===== src/rtl/hazard_unit.sv =====
// Pipeline hazard control: E-stage operand forwarding, load-use bubbles and
// data-memory handshake sequencing with a bounded wait and a saturating stall counter.
module hazard_unit #(
    parameter int MAX_WAIT    = 16,
    parameter int COUNT_WIDTH = 32
) (
    input  logic                   clk,
    input  logic                   rst,
    input  logic [4:0]             rs1_D,
    input  logic [4:0]             rs2_D,
    input  logic [4:0]             rs1_E,
    input  logic [4:0]             rs2_E,
    input  logic [4:0]             rd_E,
    input  logic [4:0]             rd_M,
    input  logic [4:0]             rd_W,
    input  logic                   ctrl_register_file_WE_E,
    input  logic                   ctrl_register_file_WE_M,
    input  logic                   ctrl_register_file_WE_W,
    input  logic                   ctrl_result_E,
    input  logic                   ctrl_result_M,
    input  logic                   ctrl_data_memory_WE_M,
    input  logic                   mem_ready,
    output logic                   mem_req,
    output logic                   stall_F,
    output logic                   stall_D,
    output logic                   stall_E,
    output logic                   stall_M,
    output logic                   stall_W,
    output logic                   flush_E,
    output logic [1:0]             forward_A_E,
    output logic [1:0]             forward_B_E,
    output logic                   mem_timeout,
    output logic [COUNT_WIDTH-1:0] stall_count
);

    localparam int              WW        = $clog2(MAX_WAIT);
    localparam logic [WW-1:0]   WAIT_LAST = WW'(MAX_WAIT - 1);

    typedef enum logic {RUN, MEM_WAIT} state_t;

    state_t                   state_q, state_d;
    logic [WW-1:0]            wait_cnt_q, wait_cnt_d;
    logic                     mem_timeout_q, mem_timeout_d;
    logic [COUNT_WIDTH-1:0]   stall_count_q, stall_count_d;

    logic                     mem_access_M;
    logic                     load_use;
    logic                     mem_stall;
    logic                     req;
    logic                     any_stall;

    logic [1:0][4:0]          rs_E;
    logic [1:0][1:0]          fwd_sel;

    assign rs_E = {rs2_E, rs1_E};

    // M-stage result wins over W-stage result; x0 is never forwarded.
    for (genvar gi = 0; gi < 2; gi++) begin : g_fwd
        assign fwd_sel[gi] =
            (ctrl_register_file_WE_M && rd_M != 5'd0 && rd_M == rs_E[gi]) ? 2'b10 :
            (ctrl_register_file_WE_W && rd_W != 5'd0 && rd_W == rs_E[gi]) ? 2'b01 :
                                                                             2'b00;
    end

    assign forward_A_E = fwd_sel[0];
    assign forward_B_E = fwd_sel[1];

    assign mem_access_M = ctrl_result_M | ctrl_data_memory_WE_M;
    assign load_use     = ctrl_result_E & ctrl_register_file_WE_E & (rd_E != 5'd0) &
                          ((rd_E == rs1_D) | (rd_E == rs2_D));

    always_comb begin
        state_d       = state_q;
        wait_cnt_d    = wait_cnt_q;
        mem_timeout_d = mem_timeout_q;
        mem_stall     = 1'b0;
        req           = 1'b0;
        case (state_q)
            RUN: begin
                req = mem_access_M;
                if (mem_access_M && !mem_ready) begin
                    mem_stall  = 1'b1;
                    state_d    = MEM_WAIT;
                    wait_cnt_d = '0;
                end
            end
            MEM_WAIT: begin
                req = 1'b1;
                if (mem_ready) begin
                    state_d = RUN;
                end else if (wait_cnt_q == WAIT_LAST) begin
                    // Abandon the access: release the pipeline with the request still up.
                    state_d       = RUN;
                    mem_timeout_d = 1'b1;
                end else begin
                    mem_stall  = 1'b1;
                    wait_cnt_d = wait_cnt_q + WW'(1);
                end
            end
            default: state_d = RUN;
        endcase

        any_stall     = mem_stall | load_use;
        stall_count_d = stall_count_q;
        if (any_stall && stall_count_q != {COUNT_WIDTH{1'b1}}) begin
            stall_count_d = stall_count_q + COUNT_WIDTH'(1);
        end
    end

    // Reset gates the control outputs so nothing moves while it is asserted.
    assign mem_req = req & ~rst;
    assign stall_F = (mem_stall | load_use) & ~rst;
    assign stall_D = (mem_stall | load_use) & ~rst;
    assign stall_E = mem_stall & ~rst;
    assign stall_M = mem_stall & ~rst;
    assign stall_W = mem_stall & ~rst;
    assign flush_E = load_use & ~mem_stall & ~rst;

    assign mem_timeout = mem_timeout_q;
    assign stall_count = stall_count_q;

    always_ff @(posedge clk or posedge rst) begin
        if (rst) begin
            state_q       <= RUN;
            wait_cnt_q    <= '0;
            mem_timeout_q <= 1'b0;
            stall_count_q <= '0;
        end else begin
            state_q       <= state_d;
            wait_cnt_q    <= wait_cnt_d;
            mem_timeout_q <= mem_timeout_d;
            stall_count_q <= stall_count_d;
        end
    end

endmodule


===== config.mk =====
export PLATFORM = sky130hd
export DESIGN_NAME = hazard_unit
export DESIGN_NICKNAME = d
export VERILOG_FILES = /design/src/rtl/hazard_unit.sv
export SDC_FILE = /design/constraint.sdc
export NUM_CORES = 1
export LEC_CHECK = 0
export CORE_ASPECT_RATIO = 1.4
export CORE_MARGIN = 8
export CORE_UTILIZATION = 42
export CTS_BUF_LIST = sky130_fd_sc_hd__clkbuf_2
export DETAILED_ROUTE_END_ITERATION = 10
export GPL_TIMING_DRIVEN = 0
export PLACE_DENSITY = 0.85
export SLEW_MARGIN = 25
export SYNTH_ARGS = -nofsm -noshare
export SYNTH_HDL_FRONTEND = slang
export SYNTH_SLANG_ARGS = --single-unit

===== constraint.sdc =====
create_clock -name clk -period 2.06 [get_ports clk]
set_clock_uncertainty 0.15 [all_clocks]
set_input_delay 0.412 -clock clk [delete_from_list [all_inputs] [get_ports clk]]
set_output_delay 0.412 -clock clk [all_outputs]
set_load 0.005 [all_outputs]

### Word level (Yosys, flattened, before mapping)

Cells that the tools add are included.
W data, S select, Z words.

| storage, ports and cells | value |
|---|---|
| bits in registers | 38 |

| operators by class | value |
|---|---|
| add/subtract/negate cells | 2 |
| eq/ne operators | 11 |
| mux-type cells | 13 |
| bitwise logic cells | 15 |
| reduce and logical (&&, ||, !) cells | 14 |

Operators by type and width:

| operator | count |
|---|---|
| $add A32 B1 Y32 const B | 1 |
| $ne A32 B32 Y1 const B | 1 |
| $eq A5 B5 Y1 | 6 |
| $reduce_bool A5 Y1 | 3 |
| $mux W4 | 3 |
| $and A1 B1 Y1 | 8 |
| $logic_and A1 B1 Y1 | 8 |
| $pmux W4 S2 | 1 |
| $ne A2 B2 Y1 const B | 3 |
| $reduce_and A3 Y1 | 2 |
| $mux W1 | 5 |
| $add A4 B1 Y4 const B | 1 |
| $eq A4 B4 Y1 const B | 1 |
| $mux W2 | 2 |
| $not A1 Y1 | 4 |
| $pmux W1 S2 | 2 |
| $or A1 B1 Y1 | 3 |
| $logic_not A1 Y1 | 1 |

### Depth between registers and ports, before layout

Gate-level depths: netlist (run 1).

| depth | value |
|---|---|
| depth in word-level cells | 7 |
| depth in mapped cells | 9 |

### Worst setup path before layout (run 1)

Ideal clock, no wire load.

| path | value |
|---|---|
| path kind | register -> register |
| start point | register stall_count_q[0], in the netlist stall_count[0] |
| end point | register stall_count_q[1], in the netlist stall_count[1] |
| arrival time | 1.836 ns |
| slack | -0.050 ns |
| stages on the path, launching flop included | 9 |
| buffers on the path | 1 |
| clock period less this slack | 2.110 ns |
| path through | dfrtp_1 -> ha_1 -> and4_1 -> nor2b_4 -> and2_1 -> buf_6 -> nand3_4 -> nand2_1 -> mux2_2 |

| between the ends | value |
|---|---|
| longest elaborated chain between the ends | 2 |
| elaborated cells on any way between the ends | 3 |
| those cells by class | add/sub (1); eq/ne (1); reduce/logical (1) |

RTL lines:

| what | RTL line | text |
|---|---|---|
| start, declared | 44 | `logic [COUNT_WIDTH-1:0] stall_count_q, stall_count_d;` |
| start signal, assigned | 132 | `stall_count_q <= stall_count_d;` |
| parallel branches: the longest is 2 deep, another holds $add A32 B1 Y32 | -- |  |

Several ways; the timed one is not identified.
A chain may end at the register's enable or synchronous reset.

### Worst setup path in the final report (run 1)

| path | value |
|---|---|
| start point | input rd_E[1] |
| end point | output stall_F |

| between the ends | value |
|---|---|
| longest elaborated chain between the ends | 5 |
| elaborated cells on any way between the ends | 8 |
| those cells by class | eq/ne (2); bitwise (5); reduce/logical (1) |

RTL lines:

| what | RTL line | text |
|---|---|---|
| start, declared | 13 | `input logic [4:0] rd_E,` |
| $eq A5 B5 Y1 or $reduce_bool A5 Y1 (tied branches) | 70, 69 |  |
| $or A1 B1 Y1 or $and A1 B1 Y1 (tied branches) | 70, 69 |  |
| $and A1 B1 Y1 * | 69 | `assign load_use = ctrl_result_E & ctrl_register_file_WE_E & (rd_E != 5'd0) &` |
| $or A1 B1 Y1 * | 112 | `assign stall_F = (mem_stall \| load_use) & ~rst;` |
| $and A1 B1 Y1 * | 112 |  |
| end, declared | 24 | `output logic stall_F,` |

Mark *: on every way between the ends. The rest lies on a longest branch, timed or not.

==> implementation parameters, run 1 <==
Parameter                              Value

Run status
  Run status ... finished, violations left
  Failing checks ... setup timing

Synthesis
  Cell count after synthesis ... 243
  Portion of synthesized cell area occupied by the leading cell type ... 0.383
  Yosys reg bits ... 38
  Mapped Area ... 2480 sq um
  Leading cell types by total area after synthesis ... dfrtp_1 (38%), xnor2_1 (17%), xor2_1 (4.9%), nand3_1 (3.6%), nand4_1 (3.3%)
  Synth warnings ... 0
  Cell taking the most area after synthesis ... dfrtp_1
  Share of the yosys chip area belonging to registers ... 0.383
  Post-synthesis average cell area ... 10.2 sq um
  Syn_nets ... 289
  Number of library cell types mapped by synthesis ... 39

Clock network
  Sink Count ... 38
  Clock buffer depth ... 2
  Number of buffers added by the clock tree synthesis step ... 5
  Clock-pin slew on the worst setup and hold paths ... 0.20 ns
  CTS H-tree lvls ... 2
  Worst skew pair latency ... 0.40 ns
  Root Buffer ... clkbuf_2
  CTS tree ... done

Min path
  Type of the most critical hold path ... flip-flop to flip-flop
  Hold Path Origin ... mem_timeout
  Endpoint, Worst Hold ... mem_timeout
  Worst hold stages ... 1

Drt
  DRC violations left ... 0
  Post-DR wirelength/cell ... 16.8 um
  Final Routed Wirelength ... 7.29 mm
  Drt initial violations ... 92
  Count of antenna-violating nets left after detailed routing ... 0
  DR vias ... 2297
  Number of iterations in the first detailed-routing pass ... 4
  Via density per instance ... 5.30

STA
  Final Setup Violations ... 8
  Final total negative setup slack ... -1.40 ns
  Min setup slack post-route ... -0.222 ns
  Headroom to the max-slew limit ... 0.488
  Pins Over Slew Limit ... 0
  Slew at the pin closest to its max-slew limit ... 0.767 ns
  Crit share post-route ... 1.11
  Final hold vios ... 0
  Final critical-path required period ... 2.28 ns
  Setup repair after global routing missed its margin ... true
  Maximum clock frequency ... 438 MHz

Worst setup path
  Cell count of the worst reg-to-reg path ... 8
  CP required ... 1.50 ns
  Cell family contributing the most delay on the critical path ... buffers and inverters
  Cell with the largest stage delay on the worst path ... or3_1
  Cell occurring most often along the worst timing path ... buf_6
  Largest stage delay, worst path ... 0.35 ns
  Crit end category ... output pin
  Arrival time at the worst endpoint ... 1.72 ns
  Startpoint of the most critical register-to-register path ... stall_count[0]
  Critical path fanouts, max ... 3
  Number of buffers and inverters on the critical path ... 4
  End of the worst register-to-register path ... stall_count[1]
  Critical Path Start Type ... input pin
  Reg-to-reg setup timing slack ... 0.06 ns
  Cell breakdown of the critical path ... buf_2 -> or3_1 -> o311a_1 -> nand2_2 -> buf_4 -> a21oi_4 -> buf_6 -> buf_6
  Class of the most critical setup path ... input pin to output pin

Pwr
  Pwr Density ... 506 nW/um^2
  Leakage component of the power ... 1.57 nW
  Highest ir drop seen on vdd ... 0.000271 V

Place
  Final HPWL DP ... 5.23 mm
  Final weighted congestion in routability-driven placement ... 0.812
  Buffers on Ports ... 87

Die
  Horizontal die dimension ... 81.0 um
  Effective utilization at floorplan ... 0.429
  Die Area ... 8660 sq um
  Core outline area ... 5780 sq um
  Io pins ... 88
  Die outline height ... 107 um
  Placement Rows ... 33

Global routing
  Residual overflow from global routing ... 0
  First-pass GRT wire length ... 11.6 mm
  Number of antenna violations at the first check in global routing ... 0
  Number of global-route vias before repair ... 2534
  Maximum number of pins on one net before global-route repair ... 39
  Total global-route track usage ... 0.167

Layout
  Count of nets after finishing ... 408
  Diode insertion count for antenna repair ... 0
  Area overhead of the layout relative to synthesis ... 53.3%
  Share of the core filled with cells in the final layout ... 0.658
  Fraction of final layout cells sized beyond drive strength 1 ... 0.377

Flow run
  Max cap viols ... 0
-- flip-flops by register name, summed over array words and instances, names as in the netlist --
signal       count
mem_timeout      1
state_q          1
stall_count     32
wait_cnt_q       4
-- layout by cell type, fill, tap and decap left out, types with 3 or more instances in the layout --
master	synthesis	final
nor4_2	1	4
nand3b_2	3	3
nor3_1	4	3
nand2_1	19	16
dlygate4sd2_1	0	10
nor2_1	13	11
buf_4	3	23
clkdlybuf4s15_1	0	6
o21ai_0	5	3
nand3_2	8	9
nand3_1	18	17
xor2_1	14	14
clkbuf_2	0	11
dfrtp_1	38	27
buf_2	0	12
and3_1	8	8
buf_8	0	4
inv_1	5	3
xnor2_1	47	45
clkdlybuf4s50_1	0	36
or4_4	0	3
nand4_1	13	13
nor3_4	2	3
buf_6	5	20
dfrtp_2	0	11
-- power by group --
group          leakage, nW  internal (W)  total, W  switching [W]
logic                 1.04      0.000399  0.000678       0.000280
clock network       0.0264     0.0000773  0.000335       0.000258
registers            0.496      0.000823  0.000913      0.0000906
-- Yosys cell counts --
cell       instances
or2_2              1
nor3_4             2
buf_12             1
nand4_1           13
nand3_4            1
or3_1              1
a21oi_1            3
nand3_1           18
o311a_1            1
mux2_2             1
inv_1              5
nor3_1             4
o22ai_1            1
xor2_1            14
nor2_1            13
nor4_1             6
a21o_4             1
and4_1             2
buf_4              3
nand3b_2           3
nor3_2             1
nor4_2             1
dfrtp_1           38
or4_1              4
xnor2_1           47
o21bai_1           1
and3_1             8
o21ai_0            5
ha_1               2
nor2b_4            1
a2bb2oi_1          1
and2_1             1
nand4b_2           2
nand2_1           19
nand4_4            1
buf_6              5
nand3_2            8
nand2b_1           2
nand4_2            2
-- cell type report --
cell class              instances  area, sq um
repair buffers                113         1010
fillers                       460         1980
flip-flops and latches         38          965
multi-input cells             191         1580
plain buffers                   8         98.8
clock inverters                 3         16.3
clock buffers                   5         25.0
inverters                       5         18.8
well taps                      70         87.6
-- stage by stage --
step | worst slack, ns | hold WS, ns | cell area, sq um | power (W) | std cells
3_5_place_dp | -1.15 | 0.319 | 3440 | 0.00149 | 400
6_report | -0.222 | 0.361 | 3800 | 0.00193 | 433
3_3_place_gp | -1.13 | 0.320 | 3440 | 0.00148 | 400
2_1_floorplan | -0.0303 | 0.316 | 2480 | 0.00118 | 243
5_1_grt | -0.363 | 0.384 | 3800 | 0.00204 | 433
4_1_cts | -0.272 | 0.362 | 3640 | 0.00189 | 425
-- worst max path at each step --
stage                endpoint  cells past startpoint            from  slack [ns]
3_3_place_gp   forward_A_E[0]                      6         rd_W[2]       -1.13
3_5_place_dp   forward_A_E[0]                      6         rd_W[2]       -1.15
4_1_cts               stall_F                      7   wait_cnt_q[1]       -0.27
6_report              stall_F                      8         rd_E[1]       -0.22
5_1_grt               flush_E                      7         state_q       -0.36
2_1_floorplan  stall_count[1]                      8  stall_count[0]       -0.03
-- cell families (layout without fill, tap and decap cells) --
family,after synthesis,in the layout,synth area share
simple gates,114,114,0.304
xor+xnor,61,61,0.215
flops,38,38,0.383
buf+inv,14,134,0.0474
compound gates,13,13,0.0353
fa+ha+maj,2,2,0.0101
mux,1,1,0.00454
-- what timing repair did --
action,in CTS,in global routing
pin swaps,36,19
setup buffers,18,11
endpoints found under the setup margin,44,44
hold buffers,0,0
gates resized for setup,175,55
-- metal layers --
| layer | share of wire | wire length, um | GRT usage |
|---|---|---|---|
| met5 | 0 | 0 | 0 |
| met4 | 0.019 | 141 | 0.0628 |
| met3 | 0.089 | 649 | 0.0628 |
| met2 | 0.51 | 3700 | 0.292 |
| met1 | 0.38 | 2800 | 0.175 |
-- worst reg2reg max path, stage by stage (launching register included) --
cell     delay (ns)
dfrtp_1        0.40
ha_2           0.21
and4_4         0.23
nor2b_4        0.16
and2_4         0.15
buf_6          0.11
nand3_4        0.11
nand2_4        0.09
mux2_2         0.32
(Power assumes the default switching activity.)
==> inputs of run 2 (changes only) <==
Clock period 2.06 ns to 1.9 ns, I/O delays scaled along.
==> run 2 against run 1 <==
  * The run still ends with setup timing left
  * Wire length up 73%
  * Flip-flop and latch count unchanged
  * Hold slack improved by 0.017 ns
  * Cell count is 14% higher
  * Register-to-register slack lost 0.41 ns
  * Power up 26%
  * Non-clock buffer count up 62
  * Final area is 23% higher
  * Die area unchanged
==> implementation parameters, run 2 (synthesis results as in run 1) <==
Parameter                              Value

Layout
  Most frequent cells in the layout ... buf_4 (65), buf_6 (32), xnor2_1 (31), dfrtp_1 (30), buf_2 (24)
  Post-layout instance area ... 4680 sq um
  Leading cell type in the layout, fill and taps excluded ... buf_4
  Area overhead of the layout relative to synthesis ... 88.5%
  Fraction of final layout cells sized beyond drive strength 1 ... 0.540
  Number of flip-flops under the largest register name ... 32
  Count of nets after finishing ... 470
  Share of the core filled with cells in the final layout ... 0.809

Pwr
  Switching Fraction ... 0.362
  Leakage component of the power ... 2.40 nW
  Pwr Density ... 517 nW/um^2
  Internal power summed over all cells ... 0.00155 W
  Switching power of the nets ... 0.000875 W
  Sequential share of power ... 0.417
  Highest ir drop seen on vdd ... 0.000299 V
  Pwr Total ... 0.00242 W
  Part of the total power dissipated in the clock network ... 0.154
  Share of power burned in combinational logic ... 0.429

Clock network
  Number of hold buffers added after cts ... 0
  CTS H-tree lvls ... 2
  Worst skew pair latency ... 0.42 ns
  Sink Count ... 38
  Number of buffers added by the clock tree synthesis step ... 5
  Root Buffer ... clkbuf_2
  Clock buffer depth ... 2
  CTS tree ... done
  Clock-pin slew on the worst setup and hold paths ... 0.21 ns

Global routing
  Number of global-route vias before repair ... 3195
  Residual overflow from global routing ... 0
  Maximum number of pins on one net before global-route repair ... 39
  Total global-route track usage ... 0.250
  First-pass GRT wire length ... 16.6 mm
  Number of antenna violations at the first check in global routing ... 1

Place
  Buffers on Ports ... 87
  Final HPWL DP ... 5.42 mm
  Post-placement cell area ... 3460 sq um
  Final weighted congestion in routability-driven placement ... 0.854

STA
  Maximum clock frequency ... 438 MHz
  Final hold vios ... 0
  Setup repair after global routing missed its margin ... true
  Crit share post-route ... 1.20
  Hold_ws ... 0.378 ns
  Final Setup Violations ... 44
  Headroom to the max-slew limit ... 0.463
  Min setup slack post-route ... -0.383 ns
  Pins Over Slew Limit ... 0
  Slew at the pin closest to its max-slew limit ... 0.804 ns
  Final critical-path required period ... 2.28 ns

Die
  Core outline area ... 5780 sq um
  Io pins ... 88
  Die Area ... 8660 sq um
  Die outline height ... 107 um
  Placement Rows ... 33
  Effective utilization at floorplan ... 0.429
  Horizontal die dimension ... 81.0 um

Worst setup path
  Startpoint of the most critical register-to-register path ... stall_count[0]
  Arrival time at the worst endpoint ... 1.75 ns
  Reg-to-reg setup timing slack ... -0.35 ns
  End of the worst register-to-register path ... stall_count[25]
  CP required ... 1.37 ns
  Class of the most critical setup path ... flip-flop to output pin
  Crit end category ... output pin
  Cell count of the worst reg-to-reg path ... 7
  Critical path fanouts, max ... 4
  Critical Path Start Type ... flip-flop

Min path
  Hold Path Origin ... stall_count[28]
  Worst hold stages ... 1
  Endpoint, Worst Hold ... stall_count[28]
  Type of the most critical hold path ... flip-flop to flip-flop

Flow run
  Max cap viols ... 0

Drt
  Drt initial violations ... 234
  Final Routed Wirelength ... 12.6 mm
  Count of antenna-violating nets left after detailed routing ... 0
  Post-DR wirelength/cell ... 25.5 um
  DR vias ... 2978
  Number of iterations in the first detailed-routing pass ... 4
  Via density per instance ... 6.02
  DRC violations left ... 0

Run status
  Failing checks ... setup timing
  Run status ... finished, violations left
[run 2: final cells by class]
type	instances	area, sq um
multi-input cells	191	1830
repair buffers	176	1630
fillers	287	1100
flip-flops and latches	38	961
plain buffers	7	109
well taps	70	87.6
clock buffers	5	25.0
inverters	5	18.8
clock inverters	2	10.0
diodes	1	2.50
[run 2: routing by layer]
layer  GRT usage  wire [um]
met5           0          0
met4       0.165        770
met3      0.0653        984
met2       0.458       6620
met1       0.231       4230
[run 2: power groups by stage]
stage / logic (W) / clock network [W] / registers [W]
final: 0.00104 / 0.000373 / 0.00101
after CTS: 0.000850 / 0.000355 / 0.000968
after detailed placement: 0.000625 / 0 / 0.00102
after floorplan: 0.000292 / 0 / 0.00100
after global placement: 0.000601 / 0 / 0.00101
after global routing: 0.00109 / 0.000399 / 0.00102
[run 2: metrics by stage]
step	std cells	worst slack, ns	setup TNS (ns)
floorplan	243	-0.123	-0.803
global placement	400	-1.18	-39.50
detailed placement	400	-1.23	-26.64
CTS	484	-0.320	-5.21
global route	495	-0.449	-13.52
finish	495	-0.383	-11.03
[run 2: repair_timing]
action                     CTS  global route
gates resized for setup    282            56
pin swaps                   73            19
cloned                       5             0
setup buffers               81            15
setup endpoints to repair   75            55
[run 2: worst max-delay path by stage]
stage / endpoint / from / slack [ns]
2_1_floorplan: stall_count[1] / stall_count[0] / -0.12
3_3_place_gp: forward_A_E[0] / rd_W[1] / -1.18
3_5_place_dp: forward_A_E[0] / rd_W[1] / -1.23
4_1_cts: stall_F / wait_cnt_q[1] / -0.32
5_1_grt: flush_E / wait_cnt_q[0] / -0.45
6_report: stall_F / wait_cnt_q[1] / -0.38
[run 2: critical path, stage by stage, from the launching register on]
cell and delay [ns]:
dfrtp_1 0.45, ha_4 0.18, nand4_1 0.21, nand2_4 0.19, a21oi_2 0.07, buf_4 0.14
buf_6 0.10
==> inputs of run 3 (changes only) <==
Settings changed: CORE_ASPECT_RATIO 1.4 to 0.75, CORE_MARGIN 8 to unset.
==> run 3 against run 2 <==
  * The flow still finishes with violations (setup timing)
  * Non-clock buffer count fell by 7
  * Sequential share of layout area fell by 0.35 points
  * Cell count shrank 0.40%
  * Critical path depth is 1 higher
  * Worst setup slack worse by 0.098 ns
  * Wire length shrank 9.9%
  * Via count down 3.4%
  * Die area fell by 28%
  * Flip-flop and latch count unchanged
  * Maximum frequency shrank 4.1%
  * Utilization rose by 5.0 points
  * Final area increased by 1.4%
  * Critical path type unchanged
==> implementation parameters, run 3 (synthesis results as in run 1) <==
Parameter                              Value

Run status
  Run status ... finished, violations left
  Failing checks ... setup timing

Clock network
  Worst skew pair latency ... 0.47 ns
  Clock buffer depth ... 2
  Clock-pin slew on the worst setup and hold paths ... 0.24 ns
  CTS H-tree lvls ... 2
  Number of hold buffers added after cts ... 0
  Root Buffer ... clkbuf_2
  Sink Count ... 38
  CTS tree ... done
  Number of buffers added by the clock tree synthesis step ... 5

Layout
  Post-layout instance area ... 4740 sq um
  Count of nets after finishing ... 463
  Diode insertion count for antenna repair ... 0
  Number of flip-flops under the largest register name ... 32
  Area overhead of the layout relative to synthesis ... 91.2%
  Fraction of final layout cells sized beyond drive strength 1 ... 0.533
  Leading cell type in the layout, fill and taps excluded ... buf_4
  Most frequent cells in the layout ... buf_4 (60), dfrtp_1 (32), xnor2_1 (31), buf_2 (28), buf_6 (26)

STA
  Final Setup Violations ... 44
  Hold_ws ... 0.255 ns
  Final critical-path required period ... 2.38 ns
  Min setup slack post-route ... -0.481 ns
  Final hold vios ... 0
  Pins Over Slew Limit ... 0
  Setup repair after global routing missed its margin ... true
  Maximum clock frequency ... 420 MHz
  Headroom to the max-slew limit ... 0.521
  Slew at the pin closest to its max-slew limit ... 0.713 ns
  Final total negative setup slack ... -11.64 ns
  Crit share post-route ... 1.25

Drt
  DR vias ... 2878
  Final Routed Wirelength ... 11.4 mm
  Number of iterations in the first detailed-routing pass ... 5
  Post-DR wirelength/cell ... 23.0 um
  Via density per instance ... 5.84
  Drt initial violations ... 231
  Count of antenna-violating nets left after detailed routing ... 0
  DRC violations left ... 0

Die
  Die Area ... 6220 sq um
  Io pins ... 88
  Placement Rows ... 23
  Core outline area ... 5530 sq um
  Effective utilization at floorplan ... 0.449
  Die outline height ... 68.6 um
  Horizontal die dimension ... 90.8 um

Worst setup path
  Largest stage delay, worst path ... 0.48 ns
  Arrival time at the worst endpoint ... 1.85 ns
  Number of buffers and inverters on the critical path ... 4
  CP required ... 1.37 ns
  Cell breakdown of the critical path ... buf_6 -> nand4_1 -> nand2_2 -> buf_6 -> inv_6 -> nor3_4 -> buf_2
  Cell with the largest stage delay on the worst path ... dfrtp_1
  Cell occurring most often along the worst timing path ... buf_6
  Class of the most critical setup path ... flip-flop to output pin
  Critical path fanouts, max ... 4
  Cell family contributing the most delay on the critical path ... flip-flops
  Critical Path Start Type ... flip-flop
  Crit end category ... output pin

Place
  Final HPWL DP ... 4.86 mm
  Post-placement cell area ... 3490 sq um
  Buffers on Ports ... 87
  Final weighted congestion in routability-driven placement ... 0.843

Pwr
  Highest ir drop seen on vdd ... 0.000309 V
  Pwr Density ... 578 nW/um^2
  Leakage component of the power ... 2.46 nW

Global routing
  Maximum number of pins on one net before global-route repair ... 29
  Residual overflow from global routing ... 0
  Number of antenna violations at the first check in global routing ... 0
  Number of global-route vias before repair ... 2832
  First-pass GRT wire length ... 14.1 mm
  Total global-route track usage ... 0.301

Min path
  Type of the most critical hold path ... input pin to asynchronous set/reset pin

Flow run
  Max cap viols ... 0
==> run 3: cell types whose count changed in the layout (fill, tap and decap cells not counted), moves of 3 or more <==
| cell | delta |
|---|---|
| nand3_4 | +9 |
| nand3_2 | -7 |
| buf_6 | -6 |
| buf_4 | -5 |
| buf_2 | +4 |
| clkbuf_2 | -4 |
| dlygate4sd2_1 | +4 |
| clkdlybuf4s15_2 | +3 |
==> run 3: cell type report <==
class                   count  area, sq um
clock inverters             3         68.8
fillers                   230          781
multi-input cells         191         1930
inverters                   5         23.8
clock buffers               5         25.0
plain buffers               8          119
repair buffers            168         1520
well taps                  75         93.8
flip-flops and latches     38          958
==> run 3: through the flow <==
step                      power (W)  setup slack, ns  std cells   util
after floorplan             0.00130           -0.123        243      -
after global placement      0.00162            -1.19        405  0.628
after detailed placement    0.00165            -1.22        406  0.632
after CTS                   0.00245           -0.344        483  0.763
after global routing        0.00282           -0.575        493  0.859
final                       0.00274           -0.481        493  0.859
==> run 3: path summary, 6_finish.rpt <==
kind,start,to,slack (ns),depth (start not counted)
worst max-delay path,state_q,flush_E,-0.48,7
worst min-delay path,rst,stall_count[8],0.26,2
worst max register to register,state_q,mem_timeout,-0.32,13
worst min register to register,stall_count[19],stall_count[19],0.39,1
max in group asynchronous,rst,stall_count[24],0.86,3
min in group clk,stall_count[19],stall_count[19],0.39,1
==> run 3: metal layers <==
layer | vias up | global-route usage | wire, um | share of wire
met5 | - | 0 | 0 | 0
met1 | 1413 | 0.334 | 4150 | 0.37
met2 | 206 | 0.563 | 5920 | 0.52
met3 | 59 | 0.0592 | 770 | 0.068
met4 | 0 | 0.161 | 513 | 0.045
li1 | 1200 | - | - | -
==> run 3: timing repair <==
item,in CTS,in global routing
gates cloned,3,1
pin swaps,40,29
setup endpoints to repair,75,58
gates resized for setup,253,79
setup buffers,71,9
hold endpoints to repair,0,0
==> run 3: where the power goes <==
group / internal (W) / total [W] / switching, W
registers: 0.000892 / 0.00100 / 0.000108
logic: 0.000555 / 0.00105 / 0.000494
clock network: 0.000356 / 0.000694 / 0.000338
total: 0.00180 / 0.00274 / 0.000940
